### config.mk
export PLATFORM = sky130hd
export DESIGN_NAME = fredkin_piso_tx
export DESIGN_NICKNAME = d
export VERILOG_FILES = /design/src/rtl/fredkin_piso_tx.sv
export SDC_FILE = /design/constraint.sdc
export NUM_CORES = 1
export LEC_CHECK = 0
export CORE_AREA = 2 2 39 41
export CTS_CLUSTER_SIZE = 24
export DETAILED_ROUTE_END_ITERATION = 10
export DIE_AREA = 0 0 41 43
export PLACE_DENSITY = 0.8
export SETUP_SLACK_MARGIN = 0.4
export SLEW_MARGIN = 20
export SYNTH_ARGS = -nofsm -noshare
export SYNTH_HDL_FRONTEND = slang
export SYNTH_SLANG_ARGS = --single-unit
### constraint.sdc
create_clock -name clk -period 2 [get_ports clk]
set_clock_uncertainty 0.2 [all_clocks]
set_input_delay 0.4 -clock clk [delete_from_list [all_inputs] [get_ports clk]]
set_output_delay 0.4 -clock clk [all_outputs]
set_load 0.005 [all_outputs]
### src/rtl/fredkin_piso_tx.sv
// Parallel-in/serial-out transmitter built from Fredkin-gate reversible logic.
// A word accepted over load_valid/load_ready is shifted out one bit per clk,
// framed by sout_valid/sout_last. A reload in the last-bit cycle gives
// back-to-back frames without a gap cycle.
module fredkin_piso_tx #(
  parameter int unsigned WIDTH     = 8,
  parameter bit          MSB_FIRST = 1'b1
) (
  input  logic             clk,
  input  logic             rst_n,
  input  logic             load_valid,
  output logic             load_ready,
  input  logic [WIDTH-1:0] load_data,
  output logic             sout,
  output logic             sout_b,
  output logic             sout_valid,
  output logic             sout_last
);

  localparam int unsigned CW = (WIDTH > 1) ? $clog2(WIDTH) : 1;
  localparam logic [CW-1:0] CNT_LAST = CW'(WIDTH - 1);

  typedef enum logic {
    IDLE  = 1'b0,
    SHIFT = 1'b1
  } state_t;

  // Fredkin gate (c, a, b) -> (c, q, r): a and b swap when c is high.
  // Only the output each use needs is modelled; the rest are garbage.
  function automatic logic fk_q(input logic c, input logic a, input logic b);
    return c ? b : a;
  endfunction

  function automatic logic fk_r(input logic c, input logic a, input logic b);
    return c ? a : b;
  endfunction

  state_t           state;
  state_t           state_next;
  state_t           state_d;
  logic [WIDTH-1:0] shreg;
  logic [WIDTH-1:0] shreg_d;
  logic [WIDTH-1:0] shifted;
  logic [CW-1:0]    cnt;
  logic [CW-1:0]    cnt_next;
  logic [CW-1:0]    cnt_d;
  logic             accept;
  logic             last;
  logic             head_bit;

  // State, shift register and bit counter; D inputs are already reset-gated.
  always_ff @(posedge clk) begin
    if (!rst_n) begin
      state <= IDLE;
      shreg <= '0;
      cnt   <= '0;
    end else begin
      state <= state_d;
      shreg <= shreg_d;
      cnt   <= cnt_d;
    end
  end

  // Next-state, handshake, Fredkin load/shift select and reset gating, outputs.
  always_comb begin
    last       = (state == SHIFT) && (cnt == CNT_LAST);
    load_ready = rst_n && ((state == IDLE) || last);
    accept     = load_valid && load_ready;
    state_next = state;
    cnt_next   = cnt;

    if (MSB_FIRST) begin
      head_bit = shreg[WIDTH-1];
      shifted  = {shreg[WIDTH-2:0], 1'b0};
    end else begin
      head_bit = shreg[0];
      shifted  = {1'b0, shreg[WIDTH-1:1]};
    end

    case (state)
      IDLE: begin
        if (accept) begin
          state_next = SHIFT;
          cnt_next   = '0;
        end
      end
      SHIFT: begin
        if (last) begin
          if (accept) cnt_next = '0;
          else        state_next = IDLE;
        end else begin
          cnt_next = cnt + CW'(1);
        end
      end
      default: state_next = IDLE;
    endcase

    // Per bit: Fredkin mux picks load_data on accept, then Fredkin AND with rst_n.
    shreg_d = '0;
    for (int unsigned i = 0; i < WIDTH; i++) begin
      shreg_d[i] = fk_r(fk_q(accept, shifted[i], load_data[i]), rst_n, 1'b0);
    end
    cnt_d = '0;
    for (int unsigned i = 0; i < CW; i++) begin
      cnt_d[i] = fk_r(cnt_next[i], rst_n, 1'b0);
    end
    state_d = state_t'(fk_r(state_next == SHIFT, rst_n, 1'b0));

    sout       = fk_r(state == SHIFT, head_bit, 1'b0);
    sout_b     = fk_r(sout, 1'b0, 1'b1);
    sout_valid = (state == SHIFT);
    sout_last  = last;
  end

endmodule

### After elaboration in Yosys (flattened, before gate mapping)

Index checks and enable logic that the tools add are counted.

* register bits after elaboration: 12
* latch bits: 0
* RAM bits: 0
* ROM bits: 0
* output and inout bits: 5
* word-level logic and storage cells: 38
* memories kept: 0

* add/subtract/negate cells: 1
* multipliers: 0
* divide/modulo/power cells: 0
* order comparisons: 0
* equality and inequality tests: 1
* shift-type cells: 0
* mux-type cells: 28
* bitwise gates (word level): 1
* reduce and logical (&&, ||, !) cells: 4

Operator list (number)
* two-way mux 1 bit: 24
* two-way mux 3 bit: 2
* case mux 3 bit (2 select lines): 1
* adder 3 x 1 -> 3 bit (second input constant): 1
* == test 3 bit (second input constant): 1
* logical AND 1 bit: 3
* case mux 1 bit (2 select lines): 1
* logical OR 1 bit: 1
* inverter 1 bit: 1

### Logic depth before layout (Yosys ltp)

Gate-level depths: netlist of run 1.

* word-level depth: 9
* gate-level depth with buffers: 6
* mapped depth without buffers: 5

### Worst setup path before layout of run 1

Ideal clock, no wire load.

* path kind: flip-flop to output port
* from: reg cnt[0]
* to: out load_ready
* arrival: 0.985 ns
* required time: 1.400 ns
* setup slack: 0.415 ns
* cell stages (with the launch flop): 5
* path buffers: 0
* path through: dfxtp_1 > ha_1 > ha_1 > nand2b_4 > and2_1

* cells in the longest elaborated chain, start to end: 4

Ends and longest elaborated chain
* start: declaration: RTL line 44 `logic [CW-1:0] cnt;`
* start signal: assignment: RTL line 60 `cnt <= cnt_d;`
* == test 3 bit: RTL line 66 `last = (state == SHIFT) && (cnt == CNT_LAST);`
* logical AND 1 bit: RTL line 66
* logical OR 1 bit: RTL line 67 `load_ready = rst_n && ((state == IDLE) || last);`
* logical AND 1 bit: RTL line 67
* end: declaration: RTL line 12 `output logic load_ready,`

No other way between the ends.

### Final worst setup path of run 1

Ends and elaborated chain as after synthesis.

==> results of run 1 <==
## cell type report
cell class	instances	area share, %
inverters	1	0.472
clock buffers	4	4.57
repair buffers	20	23.6
flip-flops and latches	12	31.0
well taps	16	2.52
multi-input cells	40	37.8
## state kept, by name, indices dropped and copies added (netlist names)
signal	cells
sout_valid	1
cnt	3
shreg	8
## layout by cell type (no fill, tap or decap)
cell / count
o21a_1: 2
clkbuf_4: 3
dfxtp_4: 1
clkdlybuf4s50_1: 10
and3_1: 1
buf_4: 5
nor3b_2: 1
buf_6: 2
nand2_1: 17
and2_4: 3
nand2b_4: 1
nor2_1: 1
dfxtp_1: 9
clkdlybuf4s15_1: 1
a21boi_0: 2
inv_1: 1
ha_4: 2
clkbuf_8: 1
dlygate4sd2_1: 2
and2b_2: 1
mux2i_1: 7
nand3b_1: 2
dfxtp_2: 2
## path summary, 6_finish.rpt
check	slack (ns)	start	endpoint	cells past startpoint
setup / recovery	0.1	cnt[0]$_SDFF_PN0_	load_ready	5
hold / removal	0.25	shreg[3]$_SDFF_PN0_	shreg[4]$_SDFF_PN0_	2
setup reg to reg	0.45	cnt[0]$_SDFF_PN0_	shreg[7]$_SDFF_PN0_	6
hold reg to reg	0.25	shreg[3]$_SDFF_PN0_	shreg[4]$_SDFF_PN0_	2
## critical path, stage by stage (launching register included)
cell,delay [ns]
dfxtp_2,0.34
ha_4,0.16
ha_4,0.15
nand2b_4,0.13
and2_4,0.16
buf_6,0.11
## cells by family (layout without fill, tap and decap cells)
logic type,after synthesis,in the layout,synth area share [%]
AND/OR/NAND/NOR,27,27,26.2
buffers and inverters,4,25,4.73
adder cells (fa/ha/maj),2,2,4.73
AO/OA/AOI/OAI,4,4,5.67
multiplexers,7,7,13.2
flip-flops,12,12,45.4
## metal layers
metal  vias to the layer above  wire [um]
li1                        226          -
met1                       180        391
met2                         8        494
met3                         0         31
met4                         0          0
met5                         -          0
## stage by stage
stage | utilization (%) | setup slack (ns)
global route | 57.4 | 0.0571
finish | 57.4 | 0.0990
detailed placement | 50.6 | -0.149
CTS | 56.2 | 0.0806
floorplan | - | 0.415
global placement | 50.6 | -0.148
## power breakdown
group	switching [mW]	internal, mW	total (mW)
Sequential	0.00534	0.252	0.257
Combinational	0.0297	0.0486	0.0783
Clock	0.0752	0.110	0.186
Total	0.110	0.411	0.521
## repair_timing
item                                    CTS  global route
endpoints found under the hold margin     0             0
endpoints found under the setup margin   15             5
resized for setup                        21             5
buffers inserted                          2             0
pin swaps                                 1             1
==> results.tsv, run 1 <==
stage	metric	value	unit
run_status	run status	finished clean	
power	VDD IR max	0.488	mV
global_routing	met2 Usage GRT	19.1	%
synthesis	cells after synthesis	56	
detailed_routing	Avg Vias per Cell	4.45	
global_routing	GR Util met3	6.28	%
timing	RSZ-0062 raised after global routing	true	
synthesis	Syn Area/Cell	9.45	um^2
detailed_routing	post-route ant nets	0	
placement	PortBufs	15	
synthesis	top post-synthesis cells by area	dfxtp_1 45%, mux2i_1 13%, nand2_1 12%	
synthesis	Mapped Area	529	um^2
detailed_routing	drt initial violations	3	
placement	HPWL Detailed	688	um
critical_path	CP required	1.40	ns
synthesis	count leader, synth	nand2_1	
placement	Cells after DPL	87	
synthesis	top cells by count, synth	17 x nand2_1, 12 x dfxtp_1, 7 x mux2i_1	
global_routing	Most Crowded Layer GR	met2	
synthesis	Yosys cell types	17	
die	Core Box Area	1380	um^2
clocking	clk sink count	12	
clocking	TritonCTS clock tree	done	
synthesis	Top FF cell, synth	dfxtp_1	
clocking	Longest Clk Path Bufs	2	
detailed_routing	TritonRoute pass-1 iters	2	
layout	cell area after layout	795	um^2
die	Initial Utilization	38.2	%
clocking	CTS buffer count	3	
timing	setup_tns	0	ns
critical_path	Setup crit start kind	register	
die	die area	1760	um^2
layout	sequential cell area	246	um^2
die	Rows	14	
die	die width	41	um
global_routing	largest net degree at the start of global routing	19	
power	leakage power	0.336	nW
timing	WHS	0.248	ns
placement	placed instance area	701	um^2
timing	final setup fails	0	
critical_path	Crit path arrival time	1.30	ns
detailed_routing	final wirelength	917	um
global_routing	first-pass GRT wire length	1410	um
global_routing	met1 Use GR	12.7	%
global_routing	GRT Total Usage	12.2	%
layout	nets@finish	91	
power	Power Density	656	nW/um^2
layout	Multi-input gate area	300	um^2
synthesis	post-synth top area cell	dfxtp_1	
global_routing	Remaining Overflow, GRT	0	
synthesis	Post-synth EDFFs	0	
timing	Slew headroom	86.3	%
timing	Period minus WS final	1.90	ns
clocking	Worst-Skew Late Latency	0.26	ns
layout	# fillers	126	
timing	Fmax	526	MHz
power	total power	0.521	mW
layout	non-filler instance count after layout	93	
synthesis	Post-synth ARST share	0	%
flow_run	number of max-cap violations	0	
die	IO Pins	16	
synthesis	post-synthesis net count	69	
global_routing	antenna violations before repair	0	
worst_hold_path	worst hold-check path type	reg2reg	
synthesis	post-synthesis sequential area ratio	45.4	%
timing	Final Hold Vio Count	0	
detailed_routing	DR vias	414	
timing	Max Slew Vio Count	0	
critical_path	CP max FO	2	
clocking	CTS Root Cell	clkbuf_4	
layout	Antenna Cells	0	
synthesis	Synth Register Bits	12	
layout	layout cells sized above 1	28.6	%
critical_path	crit end category	primary output	
global_routing	number of global-route vias before repair	380	
timing	Tightest Pin Transition	0.205	ns
detailed_routing	wire per inst	9.86	um
detailed_routing	DRC Markers	0	
clocking	Clock H-tree levels	1	
clocking	Clk pin slew, worst setup/hold paths	0.07	ns
placement	routability cong.	0.667	
clocking	CTS hold repair buffers	0	
timing	fin crit share	95.0	%
die	Die Height	43	um
critical_path	crit path kind	reg2out	
synthesis	Syn. warnings	0	
synthesis	Synth top area share	45.4	%
layout	P&R area growth vs syn	50.1	%
Note: power is estimated with default switching activity, not from simulation.
==> run 2: changes to the inputs <==
--- a/config.mk
+++ b/config.mk
@@ -5,11 +5,13 @@
 export SDC_FILE = /design/constraint.sdc
 export NUM_CORES = 1
 export LEC_CHECK = 0
+export ABC_AREA = 1
 export CORE_AREA = 2 2 39 41
 export CTS_CLUSTER_SIZE = 24
 export DETAILED_ROUTE_END_ITERATION = 10
 export DIE_AREA = 0 0 41 43
-export PLACE_DENSITY = 0.8
+export PLACE_DENSITY = 0.79
+export RECOVER_POWER = 25
 export SETUP_SLACK_MARGIN = 0.4
 export SLEW_MARGIN = 20
 export SYNTH_ARGS = -nofsm -noshare
==> results.tsv, run 2 <==
stage	metric	value	unit
run_status	run status	finished clean	
power	Comb pwr share	13.8	%
detailed_routing	DRC Markers	0	
synthesis	Synth Register Bits	12	
timing	Tightest Pin Transition	0.324	ns
layout	nets@finish	103	
synthesis	Synth top area share	46.9	%
synthesis	count leader, synth	nand2_1	
synthesis	Mapped Area	512	um^2
die	Core Box Area	1380	um^2
die	Rows	14	
clocking	TritonCTS clock tree	done	
die	Die Height	43	um
critical_path	CP max FO	2	
worst_hold_path	worst hold-check path type	reg2reg	
placement	PortBufs	15	
synthesis	Syn Area/Cell	7.75	um^2
critical_path	CP required	1.40	ns
timing	setup_tns	0	ns
global_routing	number of global-route vias before repair	407	
die	Initial Utilization	37.0	%
timing	Fmax	545	MHz
layout	most frequent cells in the layout	15 x nand2_1, 11 x dfxtp_1, 10 x clkdlybuf4s50_1	
clocking	CTS hold repair buffers	0	
synthesis	post-synth top area cell	dfxtp_1	
clocking	Clock H-tree levels	1	
critical_path	crit path kind	reg2out	
layout	non-filler instance count after layout	105	
worst_hold_path	Hold Startpoint	shreg[4]$_SDFF_PN0_	
placement	HPWL Detailed	656	um
placement	Cells after DPL	100	
global_routing	first-pass GRT wire length	1550	um
global_routing	Remaining Overflow, GRT	0	
timing	Max Slew Vio Count	0	
global_routing	antenna violations before repair	0	
layout	layout cells sized above 1	24.7	%
detailed_routing	post-route ant nets	0	
clocking	Longest Clk Path Bufs	2	
clocking	CTS Root Cell	clkbuf_4	
clocking	CTS buffer count	3	
critical_path	Worst Setup SP	cnt[1]$_SDFF_PN0_	
power	leakage power	0.366	nW
power	Power Density	703	nW/um^2
timing	fin crit share	91.7	%
critical_path	reg-to-reg slack, setup	0.30	ns
timing	Final Hold Vio Count	0	
synthesis	cells after synthesis	66	
synthesis	Top FF cell, synth	dfxtp_1	
timing	RSZ-0062 raised after global routing	true	
detailed_routing	wire per inst	7.89	um
synthesis	post-synthesis sequential area ratio	46.9	%
power	sw power	0.121	mW
timing	final setup fails	0	
power	VDD IR max	0.482	mV
synthesis	Syn. warnings	0	
power	Clk network pwr share	36.8	%
synthesis	Yosys cell types	14	
global_routing	largest net degree at the start of global routing	10	
layout	Post-Route Utilization	54.2	%
detailed_routing	drt initial violations	4	
layout	Antenna Cells	0	
critical_path	RR Startpoint	cnt[1]$_SDFF_PN0_	
synthesis	top post-synthesis cells by area	dfxtp_1 47%, nand2_1 12%, nor2_1 7.3%	
clocking	Worst-Skew Late Latency	0.28	ns
clocking	clk sink count	12	
power	Sw Share	22.9	%
critical_path	Setup crit start kind	register	
synthesis	Post-synth ARST share	0	%
global_routing	met2 Usage GRT	19.7	%
global_routing	Most Crowded Layer GR	met2	
flow_run	number of max-cap violations	0	
detailed_routing	TritonRoute pass-1 iters	3	
power	sequential power share	49.4	%
layout	max FFs per register	8	
die	IO Pins	16	
layout	Largest Register	shreg	
global_routing	GRT Total Usage	13.2	%
power	Internal	0.406	mW
detailed_routing	Avg Vias per Cell	4.42	
critical_path	crit end category	primary output	
layout	P&R area growth vs syn	46.5	%
global_routing	GR Util met3	3.14	%
die	die width	41	um
detailed_routing	DR vias	464	
synthesis	post-synthesis net count	79	
critical_path	Crit path arrival time	1.23	ns
placement	routability cong.	0.696	
timing	Slew headroom	78.4	%
layout	commonest non-fill, non-tap cell in the layout	nand2_1	
global_routing	met1 Use GR	15.3	%
synthesis	top cells by count, synth	16 x nand2_1, 12 x dfxtp_1, 10 x nor2_1	
synthesis	Post-synth EDFFs	0	
timing	Period minus WS final	1.83	ns
detailed_routing	final wirelength	828	um
clocking	Clk pin slew, worst setup/hold paths	0.08	ns
die	die area	1760	um^2
[run 2: cell types whose count changed after synthesis, sizes merged, moves of 2 or more]
cell / change
inv: +11
nor2: +9
nand3: +8
mux2i: -7
and2: -3
a21boi: -2
a21oi: +2
buf: -2
nand3b: -2
o21a: -2
o21ai: +2
[run 2: per-layer routing]
layer,routed length [um],vias to the layer above
li1,-,248
met1,336,197
met2,411,14
met3,48,5
met4,31,0
met5,0,-
[run 2: layout make-up]
cell class                 instances  area [um^2]
multi-input combinational         41          228
timing repair buffer              20          174
inverter                          12         50.0
tap                               16         20.0
clock buffer                       4         36.3
fill                             145          634
sequential                        12          241
[run 2: worst max-delay path, cell delays in order (launching register included)]
cell	delay [ns]
dfxtp_1	0.34
ha_4	0.17
ha_4	0.15
inv_2	0.05
nand2_4	0.04
inv_2	0.05
nor2_2	0.03
buf_2	0.12
[run 2: repair_timing]
item                                    4_1_cts  5_1_grt
hold endpoints to repair                      0        0
endpoints found under the setup margin        5        7
pin swaps                                     1        0
cloned                                        0        0
gates resized for setup                      20        2
setup buffers                                 1        0
[run 2: path summary, 6_finish.rpt]
path	endpoint	cells past startpoint
worst min register to register	shreg[5]$_SDFF_PN0_	2
worst max-delay path	load_ready	7
worst max register to register	shreg[4]$_SDFF_PN0_	9
worst min-delay path	shreg[5]$_SDFF_PN0_	2
[run 2: logic make-up after synthesis]
group                      Yosys count  share of synthesized area, %
and+or+nand+nor                     35                          31.5
buffers and inverters               13                          12.0
DFF                                 12                          46.9
AOI/OAI and AO/OA                    4                          4.64
adders and majority gates            2                          4.89
[run 2: power by group through the flow]
stage / registers, mW / logic, mW / clock network (mW)
2_1_floorplan: 0.264 / 0.0351 / 0
3_3_place_gp: 0.264 / 0.0727 / 0
3_5_place_dp: 0.265 / 0.0746 / 0
4_1_cts: 0.260 / 0.0764 / 0.194
5_1_grt: 0.262 / 0.0838 / 0.204
6_report: 0.260 / 0.0728 / 0.194
[run 2: per-stage QoR]
step	area (um^2)	setup WS (ns)	hold WS, ns	total power [mW]
finish	749	0.166	0.251	0.527
floorplan	512	0.483	0.227	0.299
CTS	762	0.174	0.256	0.530
global route	749	0.105	0.268	0.549
detailed placement	701	-0.202	0.240	0.339
global placement	701	-0.167	0.234	0.337
==> RTL edit (flow settings as in run 1) <==
The parameter `WIDTH` goes from 8 to 4.
--- a/src/rtl/fredkin_piso_tx.sv
+++ b/src/rtl/fredkin_piso_tx.sv
@@ -3,7 +3,7 @@
 // framed by sout_valid/sout_last. A reload in the last-bit cycle gives
 // back-to-back frames without a gap cycle.
 module fredkin_piso_tx #(
-  parameter int unsigned WIDTH     = 8,
+  parameter int unsigned WIDTH     = 4,
   parameter bit          MSB_FIRST = 1'b1
 ) (
   input  logic             clk,
Interface: changed (resized load_data); port bits go from 16 to 12. The function was not compared with the original's and may differ.
==> RTL edit against run 1 <==
- final area down 33%
- largest power group unchanged
- count of clock-buffer cells in the layout did not move
- largest cell class unchanged
- sequential cell count down 5
- setup slack improved by 0.19 ns
- power is 35% lower
- hold slack got worse by 0.0030 ns
- wire length decreased by 32%
- area after synthesis fell by 40%
==> RTL edit: results (changes against run 1) <==
outcome:
  status: "finished clean"
timing:
  worst_pin_slew_ns: 0.214  # +0.00867 ns
  max_freq_mhz: 584  # +11%
placed_design:
  gp_congestion: 0.635  # -4.9%
  dp_slack_ns: -0.104  # +0.0457 ns
  io_buffers: 11  # -4
  dp_hpwl_um: 411  # -40%
logic_synthesis:
  synth.area.mux_share_pct: 9.41  # -3.8 points
  synthAdderAreaFrac_pct: 3.92  # -0.81 points
  synth_nets: 41  # -41%
  synth_compound_area_share_pct: 7.06  # +1.4 points
  netlist_top_cells_count: "nand2_1, dfxtp_1, mux2i_1, o21a_1"
global_routing:
  grt_pass1_vias: 257  # -32%
  grt_use_total_pct: 9.88  # -2.3 points
  grt_pass1_wl_mm: 1.05  # -26%
  grt_max_degree: 10  # -9
cells_and_area:
  fillers: 141  # +12%
  regMostFlops: "shreg"
  drive_gt1_share_pct: 38.5  # +9.9 points
  nets: 61  # -33%
critical_path:
  cp.arrival_ns: 1.11  # -0.19 ns
  r2r-start: "cnt[1]"
  worst-r2r-setup-slack_ns: 0.61  # +0.16 ns
  reg2reg_depth: 5  # -1
power_and_ir_drop:
  leakage_nw: 0.238  # -29%
  p_int_mw: 0.261  # -37%
  ir_drop_v: 0.000222  # -54%
clock_network:
  worst_setup_hold_path_clk_slew_ns: 0.05  # -0.02 ns
route:
  vias: 277  # -33%
  routedWlPerCell_um: 9.12  # -7.5%
## RTL edit: cell type report
type	instances	area (µm²)	share of cell area, %
flip-flops and latches	7	146	27.7
well taps	16	20.0	3.78
repair buffers	16	148	27.9
multi-input cells	24	185	35.0
inverters	1	3.75	0.709
clock buffers	4	26.3	4.96
## RTL edit: how the worst min path moves through the flow
| stage | from | to | slack, ns | cells past startpoint |
|---|---|---|---|---|
| after detailed placement | shreg[2] | shreg[3] | 0.24 | 2 |
| after global routing | shreg[2] | shreg[3] | 0.27 | 2 |
| final | shreg[2] | shreg[3] | 0.24 | 2 |
| after floorplan | shreg[0] | shreg[1] | 0.23 | 2 |
| after CTS | shreg[2] | shreg[3] | 0.25 | 2 |
| after global placement | shreg[1] | shreg[2] | 0.23 | 2 |
## RTL edit: metal layers
| layer | routed length [µm] | track usage [%] |
|---|---|---|
| met1 | 276 | 11.1 |
| met2 | 297 | 12.5 |
| met3 | 46 | 4.71 |
| met4 | 0 | 10.0 |
| met5 | 0 | 0 |
## RTL edit: power by group through the flow
stage / Clock (mW) / Combinational (mW) / Sequential, mW
6_report: 0.127 / 0.0574 / 0.152
3_3_place_gp: 0 / 0.0488 / 0.155
2_1_floorplan: 0 / 0.0251 / 0.154
4_1_cts: 0.134 / 0.0548 / 0.151
5_1_grt: 0.151 / 0.0634 / 0.153
3_5_place_dp: 0 / 0.0501 / 0.155
## RTL edit: through the flow
step	hold slack, ns	util [%]	power, mW	instance area, µm²	instances
after floorplan	0.232	-	0.180	319	33
after global placement	0.234	32.6	0.204	452	60
after detailed placement	0.243	32.6	0.205	452	60
after CTS	0.250	35.8	0.340	495	67
after global routing	0.267	38.2	0.367	529	68
final	0.245	38.2	0.337	529	68
## RTL edit: tightest hold or removal path, cell delays in order, from the launching register on
cell and delay (ns):
dfxtp_1 0.29, nand2_1 0.05, mux2i_1 0.05
## RTL edit: repair_timing
item / CTS / global route
pin swaps: 0 / 2
buffers inserted: 3 / 1
resized for setup: 16 / 5
setup endpoints to repair: 5 / 3
## RTL edit: cell families (layout without fill, tap and decap cells)
logic type               count (synthesis)  count (layout)
adder cells (fa/ha/maj)                  1               1
buffers and inverters                    2              21
multiplexers                             3               3
flip-flops                               7               7
AO/OA/AOI/OAI                            3               3
AND/OR/NAND/NOR                         17              17
